File: src/rtl/iomem_gpio_pkg.sv
// Shared definitions for the iomem GPIO peripheral: register word
// offsets, synchroniser depth, bus FSM states and a strobe helper.
package iomem_gpio_pkg;

    localparam int SYNC_STAGES = 2;

    localparam logic [5:0] OFS_OUT     = 6'h00;
    localparam logic [5:0] OFS_DIR     = 6'h01;
    localparam logic [5:0] OFS_IN      = 6'h02;
    localparam logic [5:0] OFS_SET     = 6'h03;
    localparam logic [5:0] OFS_CLR     = 6'h04;
    localparam logic [5:0] OFS_TGL     = 6'h05;
    localparam logic [5:0] OFS_RISE_EN = 6'h06;
    localparam logic [5:0] OFS_FALL_EN = 6'h07;
    localparam logic [5:0] OFS_STATUS  = 6'h08;

    typedef enum logic {
        ST_IDLE,
        ST_ACK
    } bus_state_e;

    // Expand 4 byte strobes into a 32-bit bit mask.
    function automatic logic [31:0] strb_mask(input logic [3:0] s);
        return {{8{s[3]}}, {8{s[2]}}, {8{s[1]}}, {8{s[0]}}};
    endfunction

endpackage

File: src/rtl/gpio_sync_edge.sv
// Pin synchroniser with one extra history flop for edge detection.
// Ports: i_clk, i_reset, i_in (async pads), o_in_sync, o_rise, o_fall.
module gpio_sync_edge #(
    parameter int WIDTH = 8
) (
    input  logic             i_clk,
    input  logic             i_reset,
    input  logic [WIDTH-1:0] i_in,
    output logic [WIDTH-1:0] o_in_sync,
    output logic [WIDTH-1:0] o_rise,
    output logic [WIDTH-1:0] o_fall
);
    import iomem_gpio_pkg::*;

    logic [WIDTH-1:0] r_sync [SYNC_STAGES];
    logic [WIDTH-1:0] r_prev;

    always_ff @(posedge i_clk) begin
        if (i_reset) begin
            for (int i = 0; i < SYNC_STAGES; i++) begin
                r_sync[i] <= '0;
            end
            r_prev <= '0;
        end else begin
            r_sync[0] <= i_in;
            for (int i = 1; i < SYNC_STAGES; i++) begin
                r_sync[i] <= r_sync[i-1];
            end
            r_prev <= r_sync[SYNC_STAGES-1];
        end
    end

    assign o_in_sync = r_sync[SYNC_STAGES-1];
    assign o_rise    = r_sync[SYNC_STAGES-1] & ~r_prev;
    assign o_fall    = ~r_sync[SYNC_STAGES-1] & r_prev;

endmodule

File: src/rtl/iomem_gpio.sv
// GPIO peripheral on the PicoSoC iomem bus: OUT/DIR/IN, atomic
// set/clear/toggle, per-pin rise/fall interrupt status and level irq.
// Ports: i_clk, i_reset, iomem bus (i_iomem_valid, o_iomem_ready,
// i_iomem_wstrb, i_iomem_addr, i_iomem_wdata, o_iomem_rdata),
// pads (i_gpio_in, o_gpio_out, o_gpio_oe) and o_irq.
module iomem_gpio #(
    parameter int               WIDTH     = 8,
    parameter logic [7:0]       BASE_ADDR = 8'h03,
    parameter logic [WIDTH-1:0] RESET_OUT = '0
) (
    input  logic             i_clk,
    input  logic             i_reset,
    input  logic             i_iomem_valid,
    output logic             o_iomem_ready,
    input  logic [3:0]       i_iomem_wstrb,
    input  logic [31:0]      i_iomem_addr,
    input  logic [31:0]      i_iomem_wdata,
    output logic [31:0]      o_iomem_rdata,
    input  logic [WIDTH-1:0] i_gpio_in,
    output logic [WIDTH-1:0] o_gpio_out,
    output logic [WIDTH-1:0] o_gpio_oe,
    output logic             o_irq
);
    import iomem_gpio_pkg::*;

    bus_state_e       r_state;
    bus_state_e       w_state_nxt;
    logic [31:0]      r_rdata;
    logic             r_irq;
    logic [WIDTH-1:0] r_out;
    logic [WIDTH-1:0] r_dir;
    logic [WIDTH-1:0] r_rise_en;
    logic [WIDTH-1:0] r_fall_en;
    logic [WIDTH-1:0] r_status;

    logic             w_sel;
    logic             w_req;
    logic             w_wr;
    logic [5:0]       w_ofs;
    logic [31:0]      w_mask32;
    logic [WIDTH-1:0] w_mask;
    logic [WIDTH-1:0] w_wd;
    logic [WIDTH-1:0] w_rd;
    logic [WIDTH-1:0] w_in_sync;
    logic [WIDTH-1:0] w_rise;
    logic [WIDTH-1:0] w_fall;
    logic [WIDTH-1:0] w_event;
    logic [WIDTH-1:0] w_w1c;
    logic             w_unused;

    gpio_sync_edge #(
        .WIDTH(WIDTH)
    ) u_sync (
        .i_clk    (i_clk),
        .i_reset  (i_reset),
        .i_in     (i_gpio_in),
        .o_in_sync(w_in_sync),
        .o_rise   (w_rise),
        .o_fall   (w_fall)
    );

    // Bits [23:8] alias the map across the region.
    assign w_sel    = (i_iomem_addr[31:24] == BASE_ADDR);
    assign w_ofs    = i_iomem_addr[7:2];
    assign w_mask32 = strb_mask(i_iomem_wstrb);
    assign w_mask   = w_mask32[WIDTH-1:0];
    // Unstrobed bytes contribute zero, which also suits SET/CLR/TGL.
    assign w_wd     = i_iomem_wdata[WIDTH-1:0] & w_mask;
    assign w_wr     = w_req && (i_iomem_wstrb != 4'b0000);

    assign w_unused = &{1'b0, i_iomem_addr[23:8], i_iomem_addr[1:0],
                        i_iomem_wdata, w_mask32};

    always_comb begin
        w_state_nxt = r_state;
        w_req       = 1'b0;
        unique case (r_state)
            ST_IDLE: begin
                if (i_iomem_valid && w_sel) begin
                    w_req       = 1'b1;
                    w_state_nxt = ST_ACK;
                end
            end
            ST_ACK: begin
                w_state_nxt = ST_IDLE;
            end
        endcase
    end

    always_comb begin
        w_rd = '0;
        case (w_ofs)
            OFS_OUT:     w_rd = r_out;
            OFS_DIR:     w_rd = r_dir;
            OFS_IN:      w_rd = w_in_sync;
            OFS_RISE_EN: w_rd = r_rise_en;
            OFS_FALL_EN: w_rd = r_fall_en;
            OFS_STATUS:  w_rd = r_status;
            default:     w_rd = '0;
        endcase
    end

    always_ff @(posedge i_clk) begin
        if (i_reset) begin
            r_state <= ST_IDLE;
            r_rdata <= '0;
        end else begin
            r_state <= w_state_nxt;
            if (w_req) begin
                r_rdata <= 32'(w_rd);
            end
        end
    end

    always_ff @(posedge i_clk) begin
        if (i_reset) begin
            r_out     <= RESET_OUT;
            r_dir     <= '0;
            r_rise_en <= '0;
            r_fall_en <= '0;
        end else if (w_wr) begin
            case (w_ofs)
                OFS_OUT:     r_out     <= (r_out & ~w_mask) | w_wd;
                OFS_DIR:     r_dir     <= (r_dir & ~w_mask) | w_wd;
                OFS_SET:     r_out     <= r_out | w_wd;
                OFS_CLR:     r_out     <= r_out & ~w_wd;
                OFS_TGL:     r_out     <= r_out ^ w_wd;
                OFS_RISE_EN: r_rise_en <= (r_rise_en & ~w_mask) | w_wd;
                OFS_FALL_EN: r_fall_en <= (r_fall_en & ~w_mask) | w_wd;
                default:     ;
            endcase
        end
    end

    assign w_event = (w_rise & r_rise_en) | (w_fall & r_fall_en);
    assign w_w1c   = (w_wr && (w_ofs == OFS_STATUS)) ? w_wd : '0;

    // A new event wins over a simultaneous W1C of the same bit.
    always_ff @(posedge i_clk) begin
        if (i_reset) begin
            r_status <= '0;
            r_irq    <= 1'b0;
        end else begin
            r_status <= (r_status & ~w_w1c) | w_event;
            r_irq    <= |r_status;
        end
    end

    assign o_iomem_ready = (r_state == ST_ACK);
    assign o_iomem_rdata = r_rdata;
    assign o_gpio_out    = r_out;
    assign o_gpio_oe     = r_dir;
    assign o_irq         = r_irq;

endmodule
File: config.mk
export PLATFORM = sky130hd
export DESIGN_NAME = iomem_gpio
export DESIGN_NICKNAME = d
export VERILOG_FILES = /design/src/rtl/iomem_gpio_pkg.sv /design/src/rtl/gpio_sync_edge.sv /design/src/rtl/iomem_gpio.sv
export SDC_FILE = /design/constraint.sdc
export NUM_CORES = 1
export LEC_CHECK = 0
export CAP_MARGIN = 40
export CORE_MARGIN = 5
export CORE_UTILIZATION = 40
export CTS_CLUSTER_SIZE = 30
export DETAILED_ROUTE_END_ITERATION = 8
export PLACE_DENSITY = 0.88
export SYNTH_ARGS = -nofsm -noshare
export SYNTH_HDL_FRONTEND = slang
export SYNTH_SLANG_ARGS = --single-unit
File: constraint.sdc
create_clock -name i_clk -period 1.8 [get_ports i_clk]
set_input_delay 0.18 -clock i_clk [delete_from_list [all_inputs] [get_ports i_clk]]
set_output_delay 0.18 -clock i_clk [all_outputs]
set_load 0.05 [all_outputs]
### Word-level counts from Yosys, hierarchy flattened

Memory sizes are Yosys's and may differ from the RTL's.
Cells that the tools add are included.

* flip-flop bits (word level): 58
* RAM bits: 16
* input bits: 79
* logic and storage cells: 68
* memories kept: 1

* equality and inequality tests: 9
* muxes and demuxes: 11
* bitwise operators: 27
* reduce and logical (&&, ||, !) cells: 11

Memories
* u_sync.r_sync: words 2, bits a word 8, rd ports 2, clocked after memory_dff 0, write ports 2, RTL line gpio_sync_edge.sv:15 `logic [WIDTH-1:0] r_sync [SYNC_STAGES];`

Operators with widths (number)
* 8-bit AND: 11
* 8-bit OR: 7
* 8-bit one-hot mux with 6 select lines: 1
* 8-bit inverter: 5
* 8-bit one-hot mux with 4 select lines: 1
* 6-bit by 3-bit equality test with 1-bit output (second input constant): 4
* 8-bit two-way mux: 3
* 6-bit by 2-bit equality test with 1-bit output (second input constant): 2
* 8-bit by 2-bit equality test with 1-bit output (second input constant): 1
* 2-bit AND reduction: 4
* 4-bit nonzero test: 2
* 8-bit OR reduction: 1
* 8-bit XOR: 1
* 6-bit by 1-bit equality test with 1-bit output (second input constant): 1
* 6-bit by 4-bit equality test with 1-bit output (second input constant): 1
* 6-bit logical NOT: 1
* 1-bit two-way mux: 5
* 1-bit logical AND: 3
* 1-bit OR: 2
* 1-bit one-hot mux with 2 select lines: 1
* 1-bit inverter: 1

### Longest topological paths before layout

Gate-level depths: netlist (run 1).

* word-level depth: 10
* depth in mapped cells: 7
* gate-level depth less buffers: 5

### Cells and area by module

Synthesis (run 1) repeated with hierarchy kept, for this count alone.

* cell total of the unflattened synthesis: 412
* area total of the unflattened synthesis: 3560.9 um2

Modules (own cells, without submodules)
* iomem_gpio: instances 1, cells each 338, area each 2707.6 um2, sequential area each 1001.0 um2
* gpio_sync_edge: instances 1, cells each 74, area each 853.3 um2, sequential area each 480.5 um2

### Worst setup path after synthesis (run 1)

OpenSTA, ideal clock, no wires.

* path kind: register -> register
* start point: reg r_state (netlist: o_iomem_ready)
* end point: reg r_out[3] (netlist: o_gpio_out[3])
* arrival: 1.724 ns
* slack: -0.044 ns
* cell stages (with the launch flop): 6
* path buffers: 2
* clock period less this slack: 1.844 ns
* cell sequence: dfxtp_1 and4b_1 clkbuf_1 nand4_1 clkbuf_1 o31a_1

* cells in the longest elaborated chain, start to end: 3

RTL lines
* from (decl): RTL line iomem_gpio.sv:26 `bus_state_e r_state;`
* from (signal assigned): RTL line iomem_gpio.sv:108 `r_state <= w_state_nxt;`
* 1-bit two-way mux: RTL line iomem_gpio.sv:77 `unique case (r_state)`
* 1-bit logical AND: RTL line iomem_gpio.sv:69 `assign w_wr = w_req && (i_iomem_wstrb != 4'b0000);`
* 2-bit AND reduction (no source line)
* to (signal assigned): RTL line iomem_gpio.sv:123 `OFS_OUT: r_out <= (r_out & ~w_mask) | w_wd;`
* to (signal assigned): RTL line iomem_gpio.sv:125 `OFS_SET: r_out <= r_out | w_wd;`
* to (signal assigned): RTL line iomem_gpio.sv:126 `OFS_CLR: r_out <= r_out & ~w_wd;`
* to (decl): RTL line iomem_gpio.sv:30 `logic [WIDTH-1:0] r_out;`

Every way passes these cells.
A chain may end at the register's enable or synchronous reset.

==> results of run 1 <==
[what timing repair did]
item / in CTS / in global routing
pin swaps: 2 / 6
endpoints found under the setup margin: 13 / 29
setup buffers: 0 / 3
resized for setup: 6 / 13
gates cloned: 0 / 1
hold buffers: 0 / 0
[per-stage QoR]
step | power [mW] | instance area [um^2] | hold WS (ps)
finish | 3.45 | 4760 | 224
global route | 3.55 | 4760 | 238
CTS | 3.46 | 4680 | 216
detailed placement | 2.09 | 4460 | 429
global placement | 2.09 | 4460 | 416
floorplan | 1.95 | 3610 | 308
[area by class of cell]
class / instances / area (um^2) / area share
multi-input cells: 303 / 1860 / 0.392
flip-flops and latches: 74 / 1480 / 0.312
repair buffers: 113 / 1040 / 0.219
clock buffers: 11 / 141 / 0.0297
well taps: 108 / 135 / 0.0284
clock inverters: 3 / 65.1 / 0.0137
inverters: 8 / 30.0 / 0.00631
[final timing paths]
kind	startpoint	endpoint	slack, ps	cells after the start
hold reg to reg	u_sync.r_sync[0][6]	u_sync.r_sync[0][14]	440	1
setup reg to reg	o_iomem_ready	o_gpio_out[5]	320	5
hold / removal	i_reset	flip-flop	220	2
setup / recovery	flip-flop	o_gpio_oe[7]	50	1
[logic make-up after synthesis]
group | share of synthesized area
AND/OR/NAND/NOR | 0.236
AO/OA/AOI/OAI | 0.183
flip-flops | 0.421
buffers and inverters | 0.0822
multiplexers | 0.0455
adder cells (fa/ha/maj) | 0.0285
other | 0.00107
XOR/XNOR | 0.00249
[layer usage]
metal	track usage	routed length, um	up-vias
met2	0.318	5170	165
met5	0	0	-
met3	0.0510	783	38
met1	0.212	4110	1602
met4	0.0823	353	0
li1	-	-	1570
[synth_stat cells, drive strengths merged, types with 13 or more instances]
cell,instances
a21oi,41
buf,29
clkbuf,13
dfxtp,74
mux2i,16
nand2,71
nand3b,16
nor2,20
nor2b,26
o21ai,23
[power by group]
| part | internal, mW | leakage [nW] | switching (mW) |
|---|---|---|---|
| registers | 1.66 | 0.601 | 0.0137 |
| logic | 0.153 | 1.17 | 0.239 |
| clock network | 0.801 | 0.105 | 0.582 |
| total | 2.61 | 1.88 | 0.835 |
==> results.md, run 1 <==
- The netlist uses 45 different library cells.
- Clock-pin slew was measured on the worst setup and hold paths at 70 ps.
- The worst-case IR drop observed on VDD is 0.555 mV.
- At the end of the flow, the number of nets in the layout was 596.
- Entering global routing, the biggest net connects 60 pins.
- The worst setup path is launched from a flip-flop.
- In this run the mean area of a mapped cell was 8.71 um^2.
- The top-area cell type share of the netlist area is 0.421.
- The top cell types in the final layout, fill and taps aside, are dfxtp_1, nand2_1, buf_4, clkdlybuf4s50_1, a21oi_1.
- At the end of the flow the core is filled with cells to 0.551.
- Clock skew on the completed layout was measured at 4.80 ps.
- Setup violations remaining at the end of the flow were counted as 0.
- Setup repair after global routing left no endpoint under its margin.
- The filler cells instantiated in the layout total 746.
- The worst setup path is captured at an output port.
- The global-route wire length before repair is 16.5 mm.
- Data on the critical path is required at its endpoint by 1620 ps.
- The sum of negative setup slack is 0 ps.
- The area overhead of the layout relative to synthesis is 35.3%.
- Prior to clock tree synthesis, the placed netlist has a worst setup slack of -473 ps.
- The initial antenna violation count is 0.
- During synthesis, Yosys emitted a total of 0 warnings.
- The predominant post-synthesis flop cell is dfxtp_1.
- The count of buffers from port buffering is 62.
- The initialized floorplan defines 34 standard-cell rows.
- The kind of cell adding the most delay to the critical path is buffers and inverters.
- The violation count after the first detailed-routing iteration is 268.
- Leaving out fill and tap cells, the most frequent cell in the layout is dfxtp_1.
- Of all flip-flops after synthesis, the portion carrying an async set or reset was 0.
- The flow ran to the end, and the final reports show no timing, DRC or antenna violations.
- The total vias in the final route is 3375.
- The number of routed nets with antenna violations is 0.
- The register bit total from synthesis is 74.
- The sequential-to-total area share from yosys stat is 0.421.
- In the final layout, the share of cells above drive strength 1 is 0.193.
- In the routed layout, each cell is associated on average with a via count of 5.44.
- The cell sitting at the root of the clock tree is a clkbuf_8.
- For this run, the slowest stage of the critical path takes 830 ps.
- After detailed routing, the number of remaining DRC violations is 0.
- Max-cap violations in this run came to 0.
- In this run the worst hold path is classified as input pin to flip-flop.
- The classification of the worst setup path is flip-flop to output port.
- The power density over the cells is 725 nW/um^2.
- The total area inside the core boundary comes to 8640 um^2.
- The via count of the first global-routing pass is 3434.
- For this run the aggregate overflow at the end of global routing stands at 0.
- In this run the horizontal extent of the chip is 104 um.
- The signal on the critical path passes through clkdlybuf4s50_1.
- By area the synthesized netlist is led by dfxtp_1, nand2_1, a21oi_1.
- The library cell contributing the largest single delay on the critical path is clkdlybuf4s50_1.
- The H-tree level count is 3.
- Of the available clock period, the critical path in the final layout requires 0.973.
- Setup slack closes at 47.7 ps.
- The total routing resource utilization after global routing is 0.184.
- The clock insertion delay at the later pin of the skew report is 350 ps.
- The number of flops mapped to enable cells by yosys is 0.
- Once placement completed, the tool counted placed cells totaling 602.
- The initial standard-cell utilization of the core is 0.407.
- The clock tree from TritonCTS is yes.
- The first detailed-routing pass ran for 4 iterations.
- The final-report max-slew violation count is 0.
- The number of I/O pins is 129.
- The final critical-path required period is 1750 ps.
- The cell area after technology mapping is 3520 um^2.
- The die span in y is 104 um.
- The die covers 10800 um^2.
- The clock passes through at most 2 buffers.
- The top cell type by total area after synthesis is dfxtp_1.
- Static timing analysis puts the maximum clock frequency at 571 MHz.
- The cell count after synthesis came out at 404.
- The number of buffers created by CTS is 9.
- The tree built by TritonCTS fans out to 74 sinks.
- The count of endpoints failing hold in the final timing report is 0.
- Once layout is complete, the cells apart from fillers number 620.
- Routability-driven placement finished with a final weighted congestion of 0.936.
- The mean routed wirelength per cell is 16.8 um.
- The max-slew headroom at the worst pin is 0.655.
- The worst endpoint data arrival time is 1570 ps.
- The estimated wirelength of the detail-placed design is 7.67 mm.
- The actual transition at the worst max-transition pin is 516 ps.
- For this design the static power due to leakage is 1.88 nW.
- The antenna diode count is 0.
- Together, buffers and inverters on the worst path number 1.
- After detailed routing, the total wire length is 10.4 mm.
- Along the worst path, the maximum fanout reaches 3.
No activity file was read; power rests on OpenSTA's default activity.
==> inputs of run 2 (changes only) <==
Settings changed: ABC_CLOCK_PERIOD_IN_PS from default to 1800, CORE_UTILIZATION 40 to 41, PLACE_DENSITY 0.88 to 0.89, SYNTH_HIERARCHICAL from default to 1.
==> results.md, run 2 <==
- The flow ran to the end, and the final reports show no timing, DRC or antenna violations.
- The critical register-to-register path endpoint is o_gpio_out[7].
- The initial utilization of the core area, before any placement, comes to 0.414.
- The number of filler cells placed in the layout is 713.
- Leaving out fill and tap cells, the most frequent cells in the layout are dfxtp_1, nand2_1, clkdlybuf4s50_1, a21oi_1, buf_4.
- The clock-pin slew of the registers on the worst-case setup and hold paths is 70 ps.
- The cell area after technology mapping is 3560 um^2.
- The placeable core region is 8590 um^2.
- The max-slew headroom at the worst pin is 0.656.
- The cell count after synthesis is 412.
- The longest clock path from root to sink contains 2 buffers.
- The required time reported for the critical path endpoint is 2000 ps.
- The total die area is 10600 um^2.
- The type of the most critical hold path is input pin to flip-flop.
- Detailed routing inserted a total of 3434 vias.
- In the final layout, the share of cells above drive strength 1 is 0.195.
- Of the synthesized area, sequential elements account for 0.416.
- Data on the critical path arrives at its endpoint at 1980 ps.
- Setup repair after global routing left no endpoint under its margin.
- The via count of the first global-routing pass is 3363.
- The cell count after placement is 593.
- The final layout contains routed wiring with a total length of 10.0 mm.
- After detailed routing, the number of remaining DRC violations is 0.
- Relative to the synthesized area, the layout overhead comes to 32.4%.
- STA classifies the critical path endpoint as a flip-flop.
- The maximum net fanout on the critical path is 8.
- The antenna diode count is 0.
- The largest net degree at the start of global routing is 27.
- In the finished design, the share of the clock period the worst path needs comes to 0.988.
- After synthesis, the most frequently instantiated cells are dfxtp_1, nand2_1, a21oi_1.
- The post-synthesis average cell area is 8.64 um^2.
- Summed over all cells, the static leakage comes to 1.77 nW.
- The top cell type by total area after synthesis is dfxtp_1.
- The clock skew after layout is 15.0 ps.
- The H-tree level count is 3.
- The most common cell after layout, fill and taps aside is dfxtp_1.
- The count of endpoints failing hold in the final timing report is 0.
- The met2 usage is 0.313.
- Power spread over the standard cell area amounts to 743 nW/um^2.
- In this run, CTS created clock tree buffers numbering 9.
- The setup slack of the worst register-to-register path is 270 ps.
- The die span in y is 103 um.
- TritonCTS built the clock tree.
- The final core area utilization is 0.549.
- The count of buffers added on input and output ports is 62.
- Counting flops with an async set or reset pin after synthesis yields a share of 0.
- Max-cap violations in this run came to 0.
- The predominant post-synthesis flop cell is dfxtp_1.
- The total cell area at the placement stage is 4380 um^2.
- The post-layout net count is 585.
- The startpoint identified for the worst register-to-register timing path is o_iomem_ready.
- The violation count after the first detailed-routing iteration is 547.
- For the worst flop-to-flop path, the logic depth is 5.
- The top-area cell type share of the netlist area is 0.416.
- dfxtp_1 is the most common cell in the netlist.
- The critical path starts at i_iomem_addr[2].
- After synthesis, the cell types taking the most area are dfxtp_1, nand2_1, a21oi_1.
- The initialized floorplan defines 34 standard-cell rows.
- The number of routed nets with antenna violations is 0.
- The actual transition at the worst max-transition pin is 514 ps.
- The mean routed wirelength per cell is 16.4 um.
- In this run the worst setup path terminates at o_iomem_rdata[6].
- The final-report max-slew violation count is 0.
- The fmax is 562 MHz.
- The first global-routing pass estimated 15.7 mm of wire.
- The via density per instance is 5.62.
- The count of endpoints failing setup in the final report is 0.
- The number of clock sinks is 74.
- The peak-usage layer in the global routing report is met2.
- The number of hold-repair buffers added at the cts stage is 0.
- For this run, the detailed router's first-pass iteration total came to 6.
- The number of flops mapped to enable cells by yosys is 0.
- The met3 track utilization from global routing is 0.0463.
- The global routing usage on met1 is 0.219.
- The initial antenna violation count is 0.
- The floorplan step set the die width to 103 um.
- The worst-case IR drop observed on VDD is 0.507 mV.
- The estimated wirelength of the detail-placed design is 7.40 mm.
- The final critical-path required period is 1780 ps.
- The Yosys step of the flow raised 6 warnings.
- The classification of the worst setup path is input pin to flip-flop.
- The clock insertion delay at the later pin of the skew report is 340 ps.
- The remaining global-route overflow is 0.
- After routing the design area is 4710 um^2.
- The root buffer cell is clkbuf_8.
- During I/O placement, the number of pins put on the boundary was 129.
- The post-synthesis cell type count is 41.
- STA classifies the critical path startpoint as an input pin.
- The last weighted congestion value of the routability-driven placer is 0.902.
- The total routing resource utilization after global routing is 0.188.
- The register bit total from synthesis is 74.
- The final cell count without fillers is 611.
[run 2: cell count changes after synthesis, sizes merged, moves of 9 or more]
cell    delta
nand3b    -15
nor2       -9
mux2i     -16
buf       +12
a22oi     +11
nor2b     +13
a221oi    +13
[run 2: worst min-delay path by stage]
stage | end | cells past startpoint | startpoint | slack, ps
finish | u_sync/r_sync[0][13] | 2 | i_reset | 240
CTS | u_sync/r_sync[0][5] | 2 | i_reset | 230
floorplan | u_sync/r_sync[0][7] | 1 | i_gpio_in[7] | 310
global placement | u_sync/r_sync[0][15] | 1 | u_sync/r_sync[0][7] | 420
global route | u_sync/r_sync[0][14] | 2 | i_reset | 230
detailed placement | u_sync/r_sync[0][15] | 1 | u_sync/r_sync[0][7] | 420
[run 2: metal layers]
layer,vias to the layer above,routed length [um]
met1,1564,3810
met2,249,4880
met3,49,992
met5,-,0
li1,1572,-
met4,0,357
[run 2: worst max-delay path, cell delays in order]
cell and delay [ps]:
clkdlybuf4s50_1 520, buf_4 150, nor4_4 40, and3b_2 230
buf_4 180, a32o_2 240, a221oi_1 290, a311oi_1 150
[run 2: power by group]
part / leakage, nW / internal (mW) / switching, mW
clock network: 0.117 / 0.857 / 0.589
logic: 1.06 / 0.146 / 0.241
registers: 0.600 / 1.66 / 0.0121
[run 2: final cells by class]
class,count,area (um^2),area share
multi-input combinational,302,1870,0.397
sequential,74,1480,0.314
timing repair buffer,103,968,0.205
clock buffer,12,155,0.0329
inverter,8,30.0,0.00637
tap,108,135,0.0287
clock inverter,4,73.8,0.0157
[run 2: per-stage QoR]
stage	TNS (ps)	hold slack [ps]	setup slack (ps)	power, mW
2_1_floorplan	0	308	34.4	1.96
3_3_place_gp	-14600	415	-389	2.07
3_5_place_dp	-16130	418	-409	2.08
4_1_cts	0	228	32.5	3.51
5_1_grt	0	235	5.62	3.62
6_report	0	240	20.7	3.50
[run 2: kinds of logic (layout without fill, tap and decap cells)]
logic type | Yosys count | count (layout) | synth area share
buffers and inverters | 60 | 127 | 0.105
AO/OA/AOI/OAI | 113 | 113 | 0.206
other | 1 | 24 | 0.00105
XOR/XNOR | 1 | 1 | 0.00246
adder cells (fa/ha/maj) | 8 | 8 | 0.0281
AND/OR/NAND/NOR | 155 | 156 | 0.241
flip-flops | 74 | 74 | 0.416
[run 2: what timing repair did]
action	in CTS	in global routing
hold endpoints to repair	0	0
resized for setup	7	19
pin swaps	1	3
cloned	1	0
buffers inserted	0	1
setup endpoints to repair	26	38
==> inputs of run 3 (changes only) <==
Settings changed: ABC_CLOCK_PERIOD_IN_PS 1800 to 1600.
Clock period 1.8 ns to 1.6 ns, I/O delays scaled along.
==> results.md, run 3 (same netlist as run 2, synthesis figures left out) <==
- The maximum buffer depth of the clock tree is 2.
- Power spread over the standard cell area amounts to 807 nW/um^2.
- The required time reported for the critical path endpoint is 1810 ps.
- The number of routed nets with antenna violations is 0.
- The root buffer cell is clkbuf_8.
- The type of the most critical hold path is input pin to flip-flop.
- The layout cell share with drive strength beyond 1 is 0.316.
- Clock-pin slew was measured on the worst setup and hold paths at 80 ps.
- Dividing the detail-routed via count by the number of cells gives 5.78.
- In the finished design, the share of the clock period the worst path needs comes to 0.995.
- The peak-usage layer in the global routing report is met2.
- In this run the worst path has a maximum fanout of 5.
- Traced cell by cell, the critical path runs through clkdlybuf4s50_1 -> nand4bb_1 -> nor3_4 -> buf_6 -> buf_6 -> nand3_4 -> buf_6 -> nand2_1 -> a21oi_1.
- Between clock sinks in the finished design, the worst skew comes to 9.89 ps.
- In the global route stage, met2 resource usage came out at 0.332.
- The number of I/O pins is 129.
- The number of buffer and inverter instances along the worst setup path is 4.
- The number of rows created at floorplan is 34.
- The total vias in the final route is 3573.
- On the critical path the largest part of the delay comes from buffers and inverters.
- Entering global routing, the biggest net connects 75 pins.
- The first global-routing pass estimated 16.4 mm of wire.
- From bottom edge to top edge, the die measures 103 um.
- Setup violations remaining at the end of the flow were counted as 0.
- The count of buffers added on input and output ports is 62.
- The die covers 10600 um^2.
- STA classifies the critical path endpoint as a flip-flop.
- The clock tree from TritonCTS is yes.
- STA classifies the critical path startpoint as an input pin.
- The initial antenna violation count is 0.
- The classification of the worst setup path is input pin to flip-flop.
- The leakage dissipation is 1.86 nW.
- The clock insertion delay at the later pin of the skew report is 350 ps.
- The count of endpoints failing hold in the final timing report was 0.
- The worst stage delay on the critical path is 400 ps.
- In the layout the commonest cells are dfxtp_1, buf_4, nand2_1, a21oi_1, clkdlybuf4s50_1.
- The sum of negative setup slack is 0 ps.
- The via count of the first global-routing pass is 3372.
- The most common cell type on the critical path is buf_6.
- The die is 103 um wide.
- The flow ran to the end, and the final reports show no timing, DRC or antenna violations.
- The total routing resource utilization after global routing is 0.198.
- Summing all non-filler instances in the final layout gives an area of 4920 um^2.
- The final critical-path required period is 1590 ps.
- The most common cell after layout, fill and taps aside is dfxtp_1.
- For this run, design rule violations remaining after detail routing come to 0.
- For this run, global-route usage on met1 was measured as 0.243.
- The H-tree level count is 3.
- IR analysis of the VDD net gives a maximum drop of 0.664 mV.
- In this run, the number of DRC markers left after iteration 0 of detailed routing was 506.
- Counting the buffers created by CTS gives 9.
- The clock net in this run drives a total of 74 sinks.
- The total wire length after detailed routing is 11.4 mm.
- The first detailed-routing pass ran for 5 iterations.
- The antenna diode count is 0.
- Derived from the worst setup path, the maximum achievable clock frequency is 628 MHz.
- For this run, global-route usage on met3 was measured as 0.0402.
- The max capacitance violation total is 0.
- At the end of the flow, the number of nets in the layout was 592.
- The number of hold-repair buffers added at the cts stage is 0.
- The estimated wirelength of the detail-placed design is 7.29 mm.
- The total cell area at the placement stage is 4390 um^2.
- At the end of routability-driven placement, the weighted congestion stood at 0.932.
- The area overhead of the layout relative to synthesis is 38.3%.
- After detailed routing, the average wire length per cell comes to 18.4 um.
- Data on the critical path arrives at its endpoint at 1810 ps.
- The library cell contributing the largest single delay on the critical path is clkdlybuf4s50_1.
- The initial standard-cell utilization of the core is 0.414.
- Global routing finished with a remaining overflow of 0.
- In this run the standard cell core region covers 8590 um^2.
- The final-report max-slew violation count is 0.
==> run 3: power breakdown <==
group | switching (mW) | internal [mW] | total [mW] | leakage [nW]
combinational | 0.288 | 0.167 | 0.455 | 1.14
sequential | 0.0135 | 1.86 | 1.88 | 0.601
clock | 0.747 | 0.892 | 1.64 | 0.114
total | 1.05 | 2.92 | 3.97 | 1.86
==> run 3: worst paths after layout <==
check / start / end / slack (ps) / cells after the start
max: i_iomem_addr[26] / flip-flop / 8 / 9
min: i_iomem_addr[30] / o_iomem_ready / 290 / 4
max reg2reg: o_iomem_ready / o_iomem_rdata[3] / 50 / 4
min reg2reg: u_sync/r_sync[0][7] / u_sync/r_sync[0][15] / 440 / 1
==> run 3: final cells by class <==
| cell class | count | area [um^2] |
|---|---|---|
| repair buffers | 110 | 993 |
| multi-input cells | 302 | 2060 |
| fillers | 678 | 3670 |
| inverters | 8 | 30.0 |
| flip-flops and latches | 74 | 1480 |
| clock inverters | 7 | 100 |
| clock buffers | 9 | 124 |
| well taps | 108 | 135 |
==> run 3: metrics by stage <==
step / power, mW / utilization / hold WS, ps / setup WS (ps) / cells
final: 3.97 / 0.573 / 295 / 8.29 / 618
after global routing: 4.10 / 0.573 / 291 / -41.5 / 618
after CTS: 3.97 / 0.552 / 288 / 60.2 / 619
after detailed placement: 2.34 / 0.510 / 424 / -599 / 600
after global placement: 2.33 / 0.510 / 416 / -548 / 600
after floorplan: 2.21 / - / 288 / -104 / 435
==> run 3: timing repair <==
action                                  4_1_cts  5_1_grt
gates resized for setup                      33       58
gates cloned                                  2        0
endpoints found under the setup margin       48       31
buffers inserted                              1        1
pin swaps                                    14       17
==> run 3: routing by layer <==
metal / routed length, um / up-vias
met5: 0 / -
met4: 506 / 0
met3: 1120 / 58
met2: 5380 / 253
met1: 4380 / 1674
li1: - / 1588
==> run 3: worst register-to-register path, stage by stage, from the launching register on <==
cell	delay, ps
dfxtp_2	320
nand2b_1	180
or3_4	470
a221oi_1	330
a211oi_2	130
